### src/rtl/mdio_sequencer.sv
// MDIO management-frame sequencer: free-running MDC, PHY init
// table writes after reset, then single read/write commands.
module mdio_sequencer #(
  parameter int CLK_DIV  = 64,
  parameter int WAIT_MDC = 128,
  parameter int NUM_INIT = 1
) (
  input  logic        CLK,
  input  logic        RST,
  input  logic [4:0]  PHYAD,
  input  logic [((NUM_INIT > 0) ? NUM_INIT : 1)*21-1:0] INIT_TABLE,
  output logic        MDC,
  output logic        MDIO_O,
  output logic        MDIO_T,
  input  logic        MDIO_I,
  input  logic        CMD_VALID,
  output logic        CMD_READY,
  input  logic        CMD_WR,
  input  logic [4:0]  CMD_REGAD,
  input  logic [15:0] CMD_WDATA,
  output logic        RD_VALID,
  output logic [15:0] RD_DATA,
  output logic        BUSY,
  output logic        COMPLETE
);

  localparam int NI = (NUM_INIT > 0) ? NUM_INIT : 1;
  localparam int CW = $clog2(CLK_DIV);
  localparam int WW = (WAIT_MDC > 1) ? $clog2(WAIT_MDC) : 1;
  localparam int IW = (NI > 1) ? $clog2(NI) : 1;

  localparam logic [CW-1:0] DLAST = CW'(CLK_DIV - 1);
  localparam logic [WW-1:0] WLAST =
    WW'((WAIT_MDC > 0) ? WAIT_MDC - 1 : 0);
  localparam logic [IW-1:0] ILAST = IW'(NI - 1);

  typedef enum logic [1:0] {
    WAIT,
    INIT,
    READY,
    FRAME
  } state_t;

  state_t        state;
  logic [CW-1:0] div_cnt;
  logic          mdc_q;
  logic [WW-1:0] wait_cnt;
  logic [IW-1:0] idx;
  logic [6:0]    bit_cnt;
  logic          busy_q;
  logic          mdio_o_q;
  logic          mdio_t_q;
  logic          cmd_ready_q;
  logic          complete_q;
  logic          rd_valid_q;
  logic          rd_pend;
  logic [15:0]   rd_data_q;
  logic [15:0]   rx_sh;

  logic          cmd_wr_q;
  logic [4:0]    cmd_regad_q;
  logic [15:0]   cmd_wdata_q;

  logic          fr_wr;
  logic [4:0]    fr_phy;
  logic [4:0]    fr_reg;
  logic [15:0]   fr_data;

  logic          tick;
  logic          fall;
  logic          rise;
  logic          wait_done;
  logic          last_bit;
  logic          start;
  logic [IW-1:0] nxt_idx;
  logic [20:0]   entry;
  logic          st_wr;
  logic [4:0]    st_reg;
  logic [15:0]   st_data;
  logic [31:0]   tx_word;
  logic [6:0]    nbit;
  logic          drv_o;
  logic          drv_t;

  assign tick      = (div_cnt == DLAST);
  assign fall      = tick & mdc_q;
  assign rise      = tick & ~mdc_q;
  assign wait_done = (wait_cnt == WLAST);
  assign last_bit  = busy_q && (bit_cnt == 7'd64);
  assign nxt_idx   = (state == WAIT) ? '0 : idx + 1'b1;

  always_comb begin
    entry = INIT_TABLE[20:0];
    for (int i = 0; i < NI; i++) begin
      if (nxt_idx == IW'(i)) entry = INIT_TABLE[i*21 +: 21];
    end
  end

  // Command frames use the captured command, init frames the table.
  assign st_wr   = (state == FRAME) ? cmd_wr_q : 1'b1;
  assign st_reg  = (state == FRAME) ? cmd_regad_q : entry[20:16];
  assign st_data = (state == FRAME) ? cmd_wdata_q : entry[15:0];

  assign start = fall && (
    (state == WAIT && wait_done && NUM_INIT > 0) ||
    (state == INIT && last_bit && idx != ILAST) ||
    (state == FRAME && !busy_q));

  assign tx_word = {2'b01, fr_wr ? 2'b01 : 2'b10,
                    fr_phy, fr_reg, 2'b10, fr_data};
  assign nbit    = bit_cnt + 7'd1;

  // Bits 32..63 map onto tx_word MSB first.
  always_comb begin
    drv_o = 1'b1;
    drv_t = 1'b0;
    if (nbit >= 7'd64) begin
      drv_t = 1'b1;
    end else if (nbit >= 7'd32) begin
      drv_o = tx_word[~nbit[4:0]];
      if (!fr_wr && nbit >= 7'd46) begin
        drv_t = 1'b1;
        drv_o = 1'b1;
      end
    end
  end

  always_ff @(posedge CLK) begin
    if (RST) begin
      state       <= WAIT;
      div_cnt     <= '0;
      mdc_q       <= 1'b0;
      wait_cnt    <= '0;
      idx         <= '0;
      bit_cnt     <= '0;
      busy_q      <= 1'b0;
      mdio_o_q    <= 1'b1;
      mdio_t_q    <= 1'b1;
      cmd_ready_q <= 1'b0;
      complete_q  <= 1'b0;
      rd_valid_q  <= 1'b0;
      rd_pend     <= 1'b0;
      rd_data_q   <= '0;
      rx_sh       <= '0;
      cmd_wr_q    <= 1'b0;
      cmd_regad_q <= '0;
      cmd_wdata_q <= '0;
      fr_wr       <= 1'b0;
      fr_phy      <= '0;
      fr_reg      <= '0;
      fr_data     <= '0;
    end else begin
      if (tick) begin
        div_cnt <= '0;
        mdc_q   <= ~mdc_q;
      end else begin
        div_cnt <= div_cnt + 1'b1;
      end

      rd_valid_q <= rd_pend;
      rd_pend    <= 1'b0;
      if (rd_pend) rd_data_q <= rx_sh;

      if (rise && busy_q && !fr_wr &&
          bit_cnt >= 7'd48 && bit_cnt <= 7'd63) begin
        rx_sh   <= {rx_sh[14:0], MDIO_I};
        rd_pend <= (bit_cnt == 7'd63);
      end

      if (fall && busy_q) begin
        if (last_bit) begin
          busy_q   <= 1'b0;
          mdio_o_q <= 1'b1;
          mdio_t_q <= 1'b1;
        end else begin
          bit_cnt  <= nbit;
          mdio_o_q <= drv_o;
          mdio_t_q <= drv_t;
        end
      end

      if (start) begin
        busy_q   <= 1'b1;
        bit_cnt  <= '0;
        mdio_o_q <= 1'b1;
        mdio_t_q <= 1'b0;
        fr_wr    <= st_wr;
        fr_phy   <= PHYAD;
        fr_reg   <= st_reg;
        fr_data  <= st_data;
      end

      unique case (state)
        WAIT: begin
          if (fall) begin
            if (wait_done) begin
              if (NUM_INIT > 0) begin
                state <= INIT;
              end else begin
                state       <= READY;
                cmd_ready_q <= 1'b1;
                complete_q  <= 1'b1;
              end
            end else begin
              wait_cnt <= wait_cnt + 1'b1;
            end
          end
        end
        INIT: begin
          if (fall && last_bit) begin
            if (idx == ILAST) begin
              state       <= READY;
              cmd_ready_q <= 1'b1;
              complete_q  <= 1'b1;
            end else begin
              idx <= idx + 1'b1;
            end
          end
        end
        READY: begin
          if (CMD_VALID && cmd_ready_q) begin
            cmd_wr_q    <= CMD_WR;
            cmd_regad_q <= CMD_REGAD;
            cmd_wdata_q <= CMD_WDATA;
            cmd_ready_q <= 1'b0;
            state       <= FRAME;
          end
        end
        FRAME: begin
          if (fall && last_bit) begin
            state       <= READY;
            cmd_ready_q <= 1'b1;
          end
        end
      endcase
    end
  end

  assign MDC       = mdc_q;
  assign MDIO_O    = mdio_o_q;
  assign MDIO_T    = mdio_t_q;
  assign CMD_READY = cmd_ready_q;
  assign RD_VALID  = rd_valid_q;
  assign RD_DATA   = rd_data_q;
  assign BUSY      = busy_q;
  assign COMPLETE  = complete_q;

endmodule
### config.mk
export PLATFORM = sky130hd
export DESIGN_NAME = mdio_sequencer
export DESIGN_NICKNAME = d
export VERILOG_FILES = /design/src/rtl/mdio_sequencer.sv
export SDC_FILE = /design/constraint.sdc
export NUM_CORES = 1
export LEC_CHECK = 0
export BUFFER_PORTS_ARGS = -buffer_cell sky130_fd_sc_hd__buf_4
export CORE_MARGIN = 2
export CORE_UTILIZATION = 48
export DETAILED_ROUTE_END_ITERATION = 16
export GPL_TIMING_DRIVEN = 0
export HOLD_SLACK_MARGIN = 0.06
export PLACE_DENSITY = 0.69
export SETUP_SLACK_MARGIN = 0.15
export SLEW_MARGIN = 15
export SYNTH_ARGS = -nofsm -noshare
export SYNTH_HDL_FRONTEND = slang
export SYNTH_SLANG_ARGS = --single-unit
### constraint.sdc
create_clock -name CLK -period 6.06 [get_ports CLK]
set_clock_uncertainty 0.15 [all_clocks]
set_input_delay 1.212 -clock CLK [delete_from_list [all_inputs] [get_ports CLK]]
set_output_delay 1.212 -clock CLK [all_outputs]
set_load 0.05 [all_outputs]
==> results of run 1 <==
-- where the power goes --
part,internal (mW),switching [mW],leakage (nW)
combinational,0.0256,0.0218,1.10
sequential,0.731,0.00123,0.894
clock,0.157,0.256,0.0896
-- worst reg2reg max path, cell delays in order (launching register included) --
cell and delay [ns]:
sky130_fd_sc_hd__dfxtp_1 0.37, sky130_fd_sc_hd__buf_6 0.16, sky130_fd_sc_hd__buf_8 0.15, sky130_fd_sc_hd__inv_1 0.05
sky130_fd_sc_hd__ha_1 0.28, sky130_fd_sc_hd__buf_2 0.24, sky130_fd_sc_hd__mux4_2 0.33, sky130_fd_sc_hd__clkinv_1 0.07
sky130_fd_sc_hd__o221ai_1 0.10, sky130_fd_sc_hd__a311oi_1 0.25, sky130_fd_sc_hd__o311a_1 0.24, sky130_fd_sc_hd__a31oi_1 0.08
-- kinds of logic (layout without fill, tap and decap cells) --
| group | count (synthesis) | in the layout | share of synthesized area [%] |
|---|---|---|---|
| AO/OA/AOI/OAI | 86 | 86 | 11.43 |
| XOR/XNOR | 19 | 19 | 3.794 |
| adder cells (fa/ha/maj) | 4 | 4 | 1.047 |
| buffers and inverters | 54 | 143 | 5.939 |
| flip-flops | 111 | 111 | 46.47 |
| multiplexers | 31 | 31 | 8.137 |
| AND/OR/NAND/NOR | 258 | 258 | 23.18 |
-- area by class of cell --
cell class / instances / area share [%]
timing repair buffer: 73 / 9.658
multi-input combinational: 398 / 40.11
tap: 133 / 2.933
buffer: 47 / 4.542
clock inverter: 6 / 0.8820
clock buffer: 10 / 2.249
inverter: 7 / 0.4631
sequential: 111 / 39.16
-- cells in the mapped netlist (2+ instances only) --
| master | instances |
|---|---|
| sky130_fd_sc_hd__nor3b_1 | 3 |
| sky130_fd_sc_hd__and2_1 | 2 |
| sky130_fd_sc_hd__a31oi_1 | 2 |
| sky130_fd_sc_hd__dfxtp_1 | 111 |
| sky130_fd_sc_hd__nor4_1 | 3 |
| sky130_fd_sc_hd__xor2_1 | 11 |
| sky130_fd_sc_hd__o21ai_0 | 9 |
| sky130_fd_sc_hd__or3_1 | 2 |
| sky130_fd_sc_hd__a211oi_1 | 3 |
| sky130_fd_sc_hd__buf_1 | 3 |
| sky130_fd_sc_hd__nand3_1 | 28 |
| sky130_fd_sc_hd__buf_4 | 4 |
| sky130_fd_sc_hd__nor2_1 | 76 |
| sky130_fd_sc_hd__buf_6 | 5 |
| sky130_fd_sc_hd__nor2b_1 | 2 |
| sky130_fd_sc_hd__and3_1 | 4 |
| sky130_fd_sc_hd__clkbuf_1 | 20 |
| sky130_fd_sc_hd__buf_2 | 11 |
| sky130_fd_sc_hd__inv_1 | 6 |
| sky130_fd_sc_hd__nor3_1 | 11 |
| sky130_fd_sc_hd__a21oi_1 | 44 |
| sky130_fd_sc_hd__ha_1 | 4 |
| sky130_fd_sc_hd__nand2_1 | 114 |
| sky130_fd_sc_hd__clkbuf_2 | 3 |
| sky130_fd_sc_hd__a311oi_1 | 23 |
| sky130_fd_sc_hd__xnor2_1 | 6 |
| sky130_fd_sc_hd__and4_1 | 2 |
| sky130_fd_sc_hd__mux2i_1 | 25 |
| sky130_fd_sc_hd__nand4_1 | 5 |
| sky130_fd_sc_hd__mux4_2 | 5 |
-- worst min path at each step --
stage                                               to  cells after the start                    startpoint  slack [ns]
after global placement           div_cnt[0]$_SDFF_PP0_                      1         div_cnt[0]$_SDFF_PP0_        0.29
after floorplan                  div_cnt[0]$_SDFF_PP0_                      1         div_cnt[0]$_SDFF_PP0_        0.28
after CTS                 cmd_wdata_q[13]$_SDFFE_PP0P_                      2  cmd_wdata_q[13]$_SDFFE_PP0P_        0.31
after detailed placement  cmd_wdata_q[13]$_SDFFE_PP0P_                      2  cmd_wdata_q[13]$_SDFFE_PP0P_        0.30
after global routing       cmd_wdata_q[8]$_SDFFE_PP0P_                      2   cmd_wdata_q[8]$_SDFFE_PP0P_        0.34
final                     cmd_wdata_q[13]$_SDFFE_PP0P_                      2  cmd_wdata_q[13]$_SDFFE_PP0P_        0.31
-- metrics by stage --
stage | hold slack, ns | worst slack (ns) | utilization, %
final | 0.3107 | 3.481 | 58.32
after global routing | 0.3358 | 3.285 | 58.32
after CTS | 0.3128 | 3.467 | 58.32
after detailed placement | 0.2989 | 3.342 | 56.49
after global placement | 0.2940 | 3.367 | 56.49
after floorplan | 0.2790 | 3.771 | -
-- metal layers --
layer	up-vias	GRT usage (%)	routed length, um
met4	0	8.012	293
met3	22	4.783	455
met1	1892	28.59	4983
met5	-	0	0
li1	2092	-	-
met2	92	32.80	4976
==> flow_results.xml, run 1 <==
<?xml version="1.0" encoding="UTF-8"?>
<metrics>
  <group name="cts">
    <metric name="post-cts-setup-buffers" unit="">0</metric>
    <metric name="insertion_delay" unit="ns">0.37</metric>
    <metric name="cts_hold_buf" unit="">0</metric>
    <metric name="max-clock-path-buffers" unit="">2</metric>
    <metric name="tritoncts" unit="">done</metric>
    <metric name="ctsRootBufferMaster" unit="">sky130_fd_sc_hd__clkbuf_8</metric>
    <metric name="cts_max_level" unit="">3</metric>
    <metric name="cells_resized_by_post_cts_repair" unit="">0</metric>
    <metric name="tritoncts.num_buffers" unit="">9</metric>
    <metric name="cts.sink_count" unit="">111</metric>
    <metric name="clk_pin_slew_worst_paths" unit="ns">0.10</metric>
  </group>
  <group name="grt">
    <metric name="grt_first_pass_wirelength" unit="um">18580</metric>
    <metric name="grt.total_usage" unit="%">21.07</metric>
    <metric name="first_global_vias" unit="">3895</metric>
    <metric name="grt_max_degree" unit="">20</metric>
    <metric name="number_of_antenna_violations_at_the_first_check_in_global_routing" unit="">0</metric>
    <metric name="globalRouteOverflowTotal" unit="">0</metric>
  </group>
  <group name="detailed_routing">
    <metric name="drt_pass1_iterations" unit="">4</metric>
    <metric name="wirelength" unit="um">10710</metric>
    <metric name="via_count" unit="">4098</metric>
    <metric name="drc" unit="">0</metric>
    <metric name="drt-wirelength-per-cell" unit="um">13.64</metric>
    <metric name="initialDrtViolationCount" unit="">193</metric>
    <metric name="drtAntennaViolNets" unit="">0</metric>
    <metric name="avgViaCountPerCell" unit="">5.220</metric>
  </group>
  <group name="finish">
    <metric name="mostFrequentLayoutCell" unit="">sky130_fd_sc_hd__nand2_1</metric>
    <metric name="post_layout_nonfiller_instances" unit="">785</metric>
    <metric name="fillerInstances" unit="">950</metric>
    <metric name="commonest_non_fill_non_tap_cells_in_the_layout" unit="">114 x sky130_fd_sc_hd__nand2_1, 111 x sky130_fd_sc_hd__dfxtp_1, 77 x sky130_fd_sc_hd__buf_4, 76 x sky130_fd_sc_hd__nor2_1, 44 x sky130_fd_sc_hd__a21oi_1</metric>
    <metric name="final_design_area_no_fill" unit="um2">5674</metric>
    <metric name="fin_nets" unit="">703</metric>
    <metric name="antenna_cells" unit="">0</metric>
    <metric name="syn_to_final_growth" unit="%">18.66</metric>
    <metric name="final-seq-area" unit="um2">2222</metric>
    <metric name="drive_above_1_share" unit="%">18.56</metric>
    <metric name="multiInputGateArea" unit="um2">2276</metric>
  </group>
  <group name="critical_path">
    <metric name="critPathTopFamily" unit="">buffers and inverters</metric>
    <metric name="cp_num_buf_inv" unit="">5</metric>
    <metric name="worst_ep_arrival_time" unit="ns">2.68</metric>
    <metric name="crit_slowest_cell" unit="">sky130_fd_sc_hd__dfxtp_1</metric>
    <metric name="timing.critical_path.cells" unit="">buf_6 &gt; buf_8 &gt; inv_1 &gt; ha_1 &gt; buf_2 &gt; mux4_2 &gt; clkinv_1 &gt; o221ai_1 &gt; a311oi_1 &gt; o311a_1 &gt; a31oi_1</metric>
    <metric name="slowest_delay" unit="ns">0.37</metric>
    <metric name="setup.worst_path.end" unit="">MDIO_O$_SDFFE_PP1P_</metric>
    <metric name="regToRegStartpoint" unit="">bit_cnt[0]$_SDFFE_PP0P_</metric>
    <metric name="critical_path.max_fanout" unit="">10</metric>
    <metric name="worst-r2r-setup-slack" unit="ns">3.48</metric>
    <metric name="critPathRequiredTime" unit="ns">6.17</metric>
    <metric name="cp_num_cells" unit="">11</metric>
    <metric name="critical_path.startpoint" unit="">bit_cnt[0]$_SDFFE_PP0P_</metric>
    <metric name="regToRegEndpoint" unit="">MDIO_O$_SDFFE_PP1P_</metric>
    <metric name="reg2regPathDepth" unit="">11</metric>
    <metric name="cp-end-kind" unit="">register</metric>
    <metric name="worstSetupStartpointType" unit="">register</metric>
    <metric name="critical_path_class" unit="">register to register</metric>
  </group>
  <group name="outcome">
    <metric name="outcome" unit="">complete, no violations</metric>
  </group>
  <group name="logic_synthesis">
    <metric name="ys.warnings.count" unit="">0</metric>
    <metric name="async_flop_share" unit="%">0</metric>
    <metric name="synthCells" unit="">563</metric>
    <metric name="mappedNetlistArea" unit="um2">4782</metric>
    <metric name="average_cell_area_after_synthesis" unit="um2">8.494</metric>
    <metric name="post_synth_edffs" unit="">0</metric>
    <metric name="postSynth.topFlopCell" unit="">sky130_fd_sc_hd__dfxtp_1</metric>
    <metric name="post_synth_main_area_contributors" unit="">sky130_fd_sc_hd__dfxtp_1 46%, sky130_fd_sc_hd__nand2_1 8.9%, sky130_fd_sc_hd__nor2_1 6.0%</metric>
    <metric name="yosys.cell_types.count" unit="">46</metric>
    <metric name="synth_top_cell_area_share" unit="%">46.47</metric>
    <metric name="yosys.area.top_type" unit="">sky130_fd_sc_hd__dfxtp_1</metric>
    <metric name="synth_nets" unit="">619</metric>
    <metric name="synth-seq-area-share" unit="%">46.47</metric>
    <metric name="ys_seq_elements" unit="">111</metric>
  </group>
  <group name="sta">
    <metric name="timing.final.crit_period" unit="ns">2.579</metric>
    <metric name="layout_worst_path_cycle_share" unit="%">42.56</metric>
    <metric name="grt_setup_unrepaired" unit="">false</metric>
    <metric name="worstMarginPinSlew" unit="ns">0.5620</metric>
    <metric name="setup-violations-final" unit="">0</metric>
    <metric name="report.final.slew_viol_count" unit="">0</metric>
    <metric name="slew-limit-headroom" unit="%">62.53</metric>
    <metric name="total_negative_setup_slacks" unit="ns">0</metric>
    <metric name="clock.fmax" unit="MHz">387.8</metric>
    <metric name="hold_viol_final" unit="">0</metric>
  </group>
  <group name="placement">
    <metric name="place.detailed.instances" unit="">769</metric>
    <metric name="gp_routability_congestion" unit="">0.8033</metric>
    <metric name="post-dp-hpwl" unit="um">8046</metric>
    <metric name="detailed_place.area" unit="um2">5497</metric>
    <metric name="io_buffers" unit="">73</metric>
  </group>
  <group name="floorplanning">
    <metric name="design.die.area" unit="um2">10780</metric>
    <metric name="floorplan.io_pins" unit="">75</metric>
    <metric name="die_y" unit="um">103.8</metric>
    <metric name="chipWidth" unit="um">103.8</metric>
    <metric name="row_count" unit="">36</metric>
    <metric name="starting_density" unit="%">49.15</metric>
    <metric name="coreArea" unit="um2">9729</metric>
  </group>
  <group name="worst_hold_path">
    <metric name="min_delay_path_class" unit="">register to register</metric>
  </group>
  <group name="power">
    <metric name="worst_ir_drop_vdd" unit="mV">0.1019</metric>
    <metric name="cellLeakagePower" unit="nW">2.082</metric>
    <metric name="power.total" unit="mW">1.192</metric>
    <metric name="cellPowerDensity" unit="nW/um2">210.1</metric>
  </group>
  <group name="run">
    <metric name="timing.max_cap.violations" unit="">0</metric>
  </group>
</metrics>
(Power assumes the default switching activity.)
==> inputs of run 2 (changes only) <==
==> constraint.sdc (replaced) <==
create_clock -name CLK -period 2.6 [get_ports CLK]
set_clock_uncertainty 0.15 [all_clocks]
set_input_delay 0.52 -clock CLK [delete_from_list [all_inputs] [get_ports CLK]]
set_output_delay 0.52 -clock CLK [all_outputs]
set_load 0.05 [all_outputs]
==> flow_results.xml, run 2 (same netlist as run 1, synthesis figures left out) <==
<?xml version="1.0" encoding="UTF-8"?>
<metrics>
  <group name="placement">
    <metric name="io_buffers" unit="">73</metric>
    <metric name="gp_routability_congestion" unit="">0.8033</metric>
    <metric name="place.detailed.instances" unit="">769</metric>
    <metric name="post-dp-hpwl" unit="um">8046</metric>
  </group>
  <group name="power">
    <metric name="power.combinational.fraction" unit="%">4.0</metric>
    <metric name="power.sequential.fraction" unit="%">61.1</metric>
    <metric name="power_switching_share" unit="%">23.75</metric>
    <metric name="cellLeakagePower" unit="nW">2.122</metric>
    <metric name="worst_ir_drop_vdd" unit="mV">0.2380</metric>
    <metric name="net_load_switching_power" unit="uW">662.8</metric>
    <metric name="cellPowerDensity" unit="nW/um2">485.6</metric>
    <metric name="internal-power" unit="mW">2.128</metric>
    <metric name="clockPowerShare" unit="%">34.9</metric>
  </group>
  <group name="detailed_routing">
    <metric name="routed-wl-met2" unit="um">5198</metric>
    <metric name="drt_pass1_iterations" unit="">5</metric>
    <metric name="initialDrtViolationCount" unit="">195</metric>
    <metric name="met3WireLength" unit="um">562</metric>
    <metric name="via_count" unit="">4168</metric>
    <metric name="wl_met1" unit="um">5099</metric>
    <metric name="drt-wirelength-per-cell" unit="um">14.05</metric>
    <metric name="drtAntennaViolNets" unit="">0</metric>
    <metric name="drc" unit="">0</metric>
    <metric name="wirelength" unit="um">11120</metric>
    <metric name="avgViaCountPerCell" unit="">5.263</metric>
    <metric name="top_layer" unit="">met4</metric>
  </group>
  <group name="critical_path">
    <metric name="worst_ep_arrival_time" unit="ns">2.42</metric>
    <metric name="slowest_delay" unit="ns">0.35</metric>
    <metric name="critical_path.max_fanout" unit="">7</metric>
    <metric name="critPathRequiredTime" unit="ns">2.71</metric>
    <metric name="critical_path_class" unit="">register to register</metric>
    <metric name="crit_slowest_cell" unit="">sky130_fd_sc_hd__dfxtp_2</metric>
    <metric name="timing.critical_path.cells" unit="">buf_6 &gt; buf_8 &gt; inv_1 &gt; ha_4 &gt; buf_6 &gt; mux4_2 &gt; clkinv_1 &gt; o221ai_1 &gt; a311oi_1 &gt; o311a_1 &gt; a31oi_1</metric>
    <metric name="critPathMostFrequentCell" unit="">sky130_fd_sc_hd__buf_6</metric>
    <metric name="cp-end-kind" unit="">register</metric>
    <metric name="worstSetupStartpointType" unit="">register</metric>
  </group>
  <group name="finish">
    <metric name="post_layout_nonfiller_instances" unit="">792</metric>
    <metric name="fin_nets" unit="">710</metric>
    <metric name="drive_above_1_share" unit="%">19.73</metric>
    <metric name="syn_to_final_growth" unit="%">20.17</metric>
    <metric name="antenna_cells" unit="">0</metric>
    <metric name="mostFrequentLayoutCell" unit="">sky130_fd_sc_hd__nand2_1</metric>
    <metric name="commonest_non_fill_non_tap_cells_in_the_layout" unit="">114 x sky130_fd_sc_hd__nand2_1, 110 x sky130_fd_sc_hd__dfxtp_1, 84 x sky130_fd_sc_hd__buf_4, 76 x sky130_fd_sc_hd__nor2_1, 44 x sky130_fd_sc_hd__a21oi_1</metric>
  </group>
  <group name="sta">
    <metric name="clock.fmax" unit="MHz">434.1</metric>
    <metric name="hold_viol_final" unit="">0</metric>
    <metric name="timing.final.crit_period" unit="ns">2.304</metric>
    <metric name="grt_setup_unrepaired" unit="">false</metric>
    <metric name="total_negative_setup_slacks" unit="ns">0</metric>
    <metric name="report.final.slew_viol_count" unit="">0</metric>
    <metric name="setup-violations-final" unit="">0</metric>
    <metric name="worstMarginPinSlew" unit="ns">0.5620</metric>
    <metric name="slew-limit-headroom" unit="%">62.53</metric>
    <metric name="layout_worst_path_cycle_share" unit="%">88.61</metric>
  </group>
  <group name="grt">
    <metric name="grt_first_pass_wirelength" unit="um">18660</metric>
    <metric name="number_of_antenna_violations_at_the_first_check_in_global_routing" unit="">0</metric>
    <metric name="grt.total_usage" unit="%">21.22</metric>
    <metric name="grt_max_degree" unit="">20</metric>
    <metric name="globalRouteOverflowTotal" unit="">0</metric>
    <metric name="first_global_vias" unit="">3938</metric>
  </group>
  <group name="cts">
    <metric name="tritoncts" unit="">done</metric>
    <metric name="max-clock-path-buffers" unit="">2</metric>
    <metric name="cts_max_level" unit="">3</metric>
    <metric name="clk_pin_slew_worst_paths" unit="ns">0.12</metric>
    <metric name="insertion_delay" unit="ns">0.37</metric>
    <metric name="ctsRootBufferMaster" unit="">sky130_fd_sc_hd__clkbuf_8</metric>
    <metric name="cts.sink_count" unit="">111</metric>
    <metric name="cts_hold_buf" unit="">0</metric>
    <metric name="tritoncts.num_buffers" unit="">9</metric>
  </group>
  <group name="floorplanning">
    <metric name="row_count" unit="">36</metric>
    <metric name="die_y" unit="um">103.8</metric>
    <metric name="chipWidth" unit="um">103.8</metric>
    <metric name="floorplan.io_pins" unit="">75</metric>
    <metric name="starting_density" unit="%">49.15</metric>
    <metric name="coreArea" unit="um2">9729</metric>
    <metric name="design.die.area" unit="um2">10780</metric>
  </group>
  <group name="run">
    <metric name="timing.max_cap.violations" unit="">0</metric>
  </group>
  <group name="worst_hold_path">
    <metric name="min_delay_path_class" unit="">primary input to register</metric>
  </group>
  <group name="outcome">
    <metric name="outcome" unit="">complete, no violations</metric>
  </group>
</metrics>
==> run 2: cell types whose count changed in the layout (fill, tap and decap cells not counted) <==
| cell | previous run | this run |
|---|---|---|
| sky130_fd_sc_hd__buf_2 | 11 | 10 |
| sky130_fd_sc_hd__o21ai_0 | 9 | 6 |
| sky130_fd_sc_hd__dfxtp_1 | 111 | 110 |
| sky130_fd_sc_hd__o21ai_1 | 0 | 3 |
| sky130_fd_sc_hd__buf_4 | 77 | 84 |
| sky130_fd_sc_hd__dfxtp_2 | 0 | 1 |
| sky130_fd_sc_hd__ha_1 | 4 | 3 |
| sky130_fd_sc_hd__buf_6 | 5 | 6 |
| sky130_fd_sc_hd__ha_4 | 0 | 1 |
==> run 2: what timing repair did <==
action / CTS / global route
endpoints found under the hold margin: 0 / 0
pin swaps: 2 / 2
gates resized for setup: 3 / 4
endpoints found under the setup margin: 1 / 2
buffers inserted: 3 / 4
==> run 2: through the flow <==
stage / power [mW] / utilization (%) / hold slack (ns) / area, um2 / setup slack [ns]
global placement: 1.855 / 56.49 / 0.2940 / 5497 / 0.04516
CTS: 2.817 / 58.63 / 0.2083 / 5704 / 0.1903
finish: 2.791 / 59.07 / 0.2190 / 5747 / 0.2962
floorplan: 1.782 / - / 0.2790 / 4782 / 0.3611
global route: 2.898 / 59.07 / 0.2041 / 5747 / 0.1105
detailed placement: 1.857 / 56.49 / 0.2989 / 5497 / 0.03200
==> run 2: path summary, 6_finish.rpt <==
check	startpoint	endpoint	slack, ns	cells after the start
worst max-delay path	bit_cnt[0]$_SDFFE_PP0P_	MDIO_O$_SDFFE_PP1P_	0.30	11
worst min-delay path	CMD_WDATA[5]	cmd_wdata_q[5]$_SDFFE_PP0P_	0.22	3
worst max register to register	bit_cnt[0]$_SDFFE_PP0P_	MDIO_O$_SDFFE_PP1P_	0.30	11
worst min register to register	cmd_wdata_q[13]$_SDFFE_PP0P_	cmd_wdata_q[13]$_SDFFE_PP0P_	0.31	2
==> run 2: power by group through the flow <==
stage                     logic (mW)  clock network [mW]  registers [mW]
after floorplan               0.0376                   0            1.74
final                          0.111               0.974            1.71
after global routing           0.122                1.07            1.71
after global placement         0.111                   0            1.74
after detailed placement       0.111                   0            1.75
after CTS                      0.112               0.999            1.71
==> run 2: per-layer routing <==
metal | GRT usage, % | vias to the layer above
met1 | 28.43 | 1924
met3 | 5.098 | 20
met2 | 33.32 | 119
met4 | 7.915 | 0
li1 | - | 2105
met5 | 0 | -
==> run 2: final cells by class <==
type                       instances  area (um2)
fill                             945        3983
multi-input combinational        398        2288
sequential                       111        2223
timing repair buffer              80       600.6
buffer                            47       264.0
tap                              133       166.4
clock buffer                      10       127.6
clock inverter                     6       50.05
inverter                           7       26.28
==> run 2: critical path, delay by kind of cell (launching register included) <==
kind | cells | cell delay, ns
flops | 1 | 0.35
buf+inv | 5 | 0.45
fa+ha+maj | 1 | 0.27
compound gates | 4 | 0.68
mux | 1 | 0.28
==> inputs of run 3 (changes only) <==
==> constraint.sdc (replaced) <==
create_clock -name CLK -period 2.44 [get_ports CLK]
set_clock_uncertainty 0.15 [all_clocks]
set_input_delay 0.488 -clock CLK [delete_from_list [all_inputs] [get_ports CLK]]
set_output_delay 0.488 -clock CLK [all_outputs]
set_load 0.05 [all_outputs]
==> flow_results.xml, run 3 (same netlist as run 1, synthesis figures left out) <==
<?xml version="1.0" encoding="UTF-8"?>
<metrics>
  <group name="outcome">
    <metric name="outcome" unit="">complete, no violations</metric>
  </group>
  <group name="critical_path">
    <metric name="critPathMostFrequentCell" unit="">sky130_fd_sc_hd__buf_6</metric>
    <metric name="timing.critical_path.cells" unit="">buf_6 &gt; buf_8 &gt; inv_2 &gt; ha_4 &gt; buf_6 &gt; mux4_2 &gt; mux2i_1 &gt; nor3b_1 &gt; nor3_1 &gt; o311a_1 &gt; a31oi_1</metric>
    <metric name="regToRegEndpoint" unit="">MDIO_O$_SDFFE_PP1P_</metric>
    <metric name="reg2regPathDepth" unit="">11</metric>
    <metric name="worstSetupStartpointType" unit="">register</metric>
    <metric name="critical_path.max_fanout" unit="">4</metric>
    <metric name="cp-end-kind" unit="">register</metric>
    <metric name="critPathRequiredTime" unit="ns">2.55</metric>
    <metric name="regToRegStartpoint" unit="">bit_cnt[0]$_SDFFE_PP0P_</metric>
    <metric name="worst-r2r-setup-slack" unit="ns">0.24</metric>
    <metric name="worst_ep_arrival_time" unit="ns">2.31</metric>
    <metric name="crit_slowest_cell" unit="">sky130_fd_sc_hd__dfxtp_2</metric>
    <metric name="slowest_delay" unit="ns">0.35</metric>
    <metric name="critical_path_class" unit="">register to register</metric>
  </group>
  <group name="power">
    <metric name="cellLeakagePower" unit="nW">2.109</metric>
    <metric name="worst_ir_drop_vdd" unit="mV">0.2520</metric>
    <metric name="cellPowerDensity" unit="nW/um2">516.6</metric>
    <metric name="power.total" unit="mW">2.967</metric>
  </group>
  <group name="detailed_routing">
    <metric name="via_count" unit="">4150</metric>
    <metric name="wirelength" unit="um">10920</metric>
    <metric name="drtAntennaViolNets" unit="">0</metric>
    <metric name="avgViaCountPerCell" unit="">5.260</metric>
    <metric name="drc" unit="">0</metric>
    <metric name="initialDrtViolationCount" unit="">195</metric>
    <metric name="drt-wirelength-per-cell" unit="um">13.84</metric>
    <metric name="drt_pass1_iterations" unit="">5</metric>
  </group>
  <group name="finish">
    <metric name="fillerInstances" unit="">945</metric>
    <metric name="post_layout_nonfiller_instances" unit="">789</metric>
    <metric name="multiInputGateArea" unit="um2">2306</metric>
    <metric name="antenna_cells" unit="">0</metric>
    <metric name="syn_to_final_growth" unit="%">20.09</metric>
    <metric name="fin_nets" unit="">707</metric>
    <metric name="drive_above_1_share" unit="%">20.27</metric>
    <metric name="postLayoutCoreUtil" unit="%">59.03</metric>
    <metric name="final-seq-area" unit="um2">2225</metric>
    <metric name="mostFrequentLayoutCell" unit="">sky130_fd_sc_hd__nand2_1</metric>
    <metric name="commonest_non_fill_non_tap_cells_in_the_layout" unit="">114 x sky130_fd_sc_hd__nand2_1, 109 x sky130_fd_sc_hd__dfxtp_1, 81 x sky130_fd_sc_hd__buf_4, 74 x sky130_fd_sc_hd__nor2_1, 44 x sky130_fd_sc_hd__a21oi_1</metric>
  </group>
  <group name="sta">
    <metric name="setup-violations-final" unit="">0</metric>
    <metric name="hold_viol_final" unit="">0</metric>
    <metric name="worstMarginPinSlew" unit="ns">0.5640</metric>
    <metric name="grt_setup_unrepaired" unit="">true</metric>
    <metric name="setup_slack" unit="ns">0.2372</metric>
    <metric name="total_negative_setup_slacks" unit="ns">0</metric>
    <metric name="clock.fmax" unit="MHz">454.0</metric>
    <metric name="report.final.slew_viol_count" unit="">0</metric>
    <metric name="timing.final.crit_period" unit="ns">2.203</metric>
    <metric name="layout_worst_path_cycle_share" unit="%">90.28</metric>
    <metric name="slew-limit-headroom" unit="%">62.40</metric>
  </group>
  <group name="cts">
    <metric name="ctsRootBufferMaster" unit="">sky130_fd_sc_hd__clkbuf_8</metric>
    <metric name="insertion_delay" unit="ns">0.37</metric>
    <metric name="cts_hold_buf" unit="">0</metric>
    <metric name="max-clock-path-buffers" unit="">2</metric>
    <metric name="cts.sink_count" unit="">111</metric>
    <metric name="cts_max_level" unit="">3</metric>
    <metric name="clk_pin_slew_worst_paths" unit="ns">0.11</metric>
    <metric name="tritoncts" unit="">done</metric>
    <metric name="tritoncts.num_buffers" unit="">9</metric>
  </group>
  <group name="floorplanning">
    <metric name="starting_density" unit="%">49.15</metric>
    <metric name="design.die.area" unit="um2">10780</metric>
    <metric name="chipWidth" unit="um">103.8</metric>
    <metric name="die_y" unit="um">103.8</metric>
    <metric name="row_count" unit="">36</metric>
    <metric name="floorplan.io_pins" unit="">75</metric>
    <metric name="coreArea" unit="um2">9729</metric>
  </group>
  <group name="placement">
    <metric name="io_buffers" unit="">73</metric>
    <metric name="post-dp-hpwl" unit="um">8046</metric>
    <metric name="gp_routability_congestion" unit="">0.8033</metric>
    <metric name="pre_cts_ws" unit="ns">-0.1280</metric>
    <metric name="place.detailed.instances" unit="">769</metric>
  </group>
  <group name="worst_hold_path">
    <metric name="min_delay_path_class" unit="">primary input to register</metric>
    <metric name="timing.hold.worst.start" unit="">CMD_WDATA[5]</metric>
    <metric name="worstHoldEndpoint" unit="">cmd_wdata_q[5]$_SDFFE_PP0P_</metric>
    <metric name="whs_path_depth" unit="">3</metric>
  </group>
  <group name="grt">
    <metric name="grt_first_pass_wirelength" unit="um">18800</metric>
    <metric name="grt_max_degree" unit="">20</metric>
    <metric name="first_global_vias" unit="">3970</metric>
    <metric name="globalRouteOverflowTotal" unit="">0</metric>
    <metric name="grt.total_usage" unit="%">21.35</metric>
    <metric name="number_of_antenna_violations_at_the_first_check_in_global_routing" unit="">0</metric>
  </group>
  <group name="run">
    <metric name="timing.max_cap.violations" unit="">0</metric>
  </group>
</metrics>
## run 3: power by group
| part | internal (mW) | switching (mW) | total, mW | leakage (nW) |
|---|---|---|---|---|
| clock network | 0.389 | 0.642 | 1.03 | 0.0896 |
| logic | 0.0637 | 0.0543 | 0.118 | 1.12 |
| registers | 1.81 | 0.00308 | 1.82 | 0.895 |
| total | 2.27 | 0.699 | 2.97 | 2.11 |
## run 3: worst max-delay path: cells and delay by family (launching register included)
family	cells	cell delay, ns
mux	2	0.49
compound gates	2	0.29
simple gates	2	0.21
flops	1	0.35
buf+inv	4	0.35
fa+ha+maj	1	0.26
## run 3: area by class of cell
cell class / count / area share [%]
Buffer: 47 / 4.597
Sequential cell: 111 / 38.74
Multi-Input combinational cell: 398 / 40.15
Clock buffer: 10 / 2.222
Clock inverter: 6 / 0.8715
Timing Repair Buffer: 77 / 10.07
Inverter: 7 / 0.4575
Tap cell: 133 / 2.898
## run 3: worst max path at each step
stage	start	end	slack, ns
6_report	bit_cnt[0]$_SDFFE_PP0P_	MDIO_O$_SDFFE_PP1P_	0.24
5_1_grt	bit_cnt[1]$_SDFFE_PP0P_	MDIO_O$_SDFFE_PP1P_	0.1
4_1_cts	bit_cnt[1]$_SDFFE_PP0P_	MDIO_O$_SDFFE_PP1P_	0.15
3_5_place_dp	bit_cnt[0]$_SDFFE_PP0P_	MDIO_O$_SDFFE_PP1P_	-0.13
3_3_place_gp	bit_cnt[0]$_SDFFE_PP0P_	MDIO_O$_SDFFE_PP1P_	-0.11
2_1_floorplan	bit_cnt[0]$_SDFFE_PP0P_	MDIO_O$_SDFFE_PP1P_	0.20
## run 3: per-layer routing
layer	vias to the layer above	part of all wire (%)	GRT usage (%)	wire, um
met4	0	2.6	9.749	285
met3	22	5.2	4.342	567
met2	109	46	33.18	5020
met1	1921	46	28.67	5047
met5	-	0	0	0
li1	2098	-	-	-
## run 3: repair_timing
item | CTS | global route
endpoints found under the hold margin | 0 | 0
setup endpoints to repair | 2 | 17
buffers inserted | 4 | 0
resized for setup | 5 | 8
pin swaps | 2 | 4
## run 3: metrics by stage
stage / area [um2] / hold WS (ns)
after floorplan: 4782 / 0.2790
after global placement: 5497 / 0.2940
after detailed placement: 5497 / 0.2989
after CTS: 5724 / 0.1763
after global routing: 5743 / 0.1769
final: 5743 / 0.1926
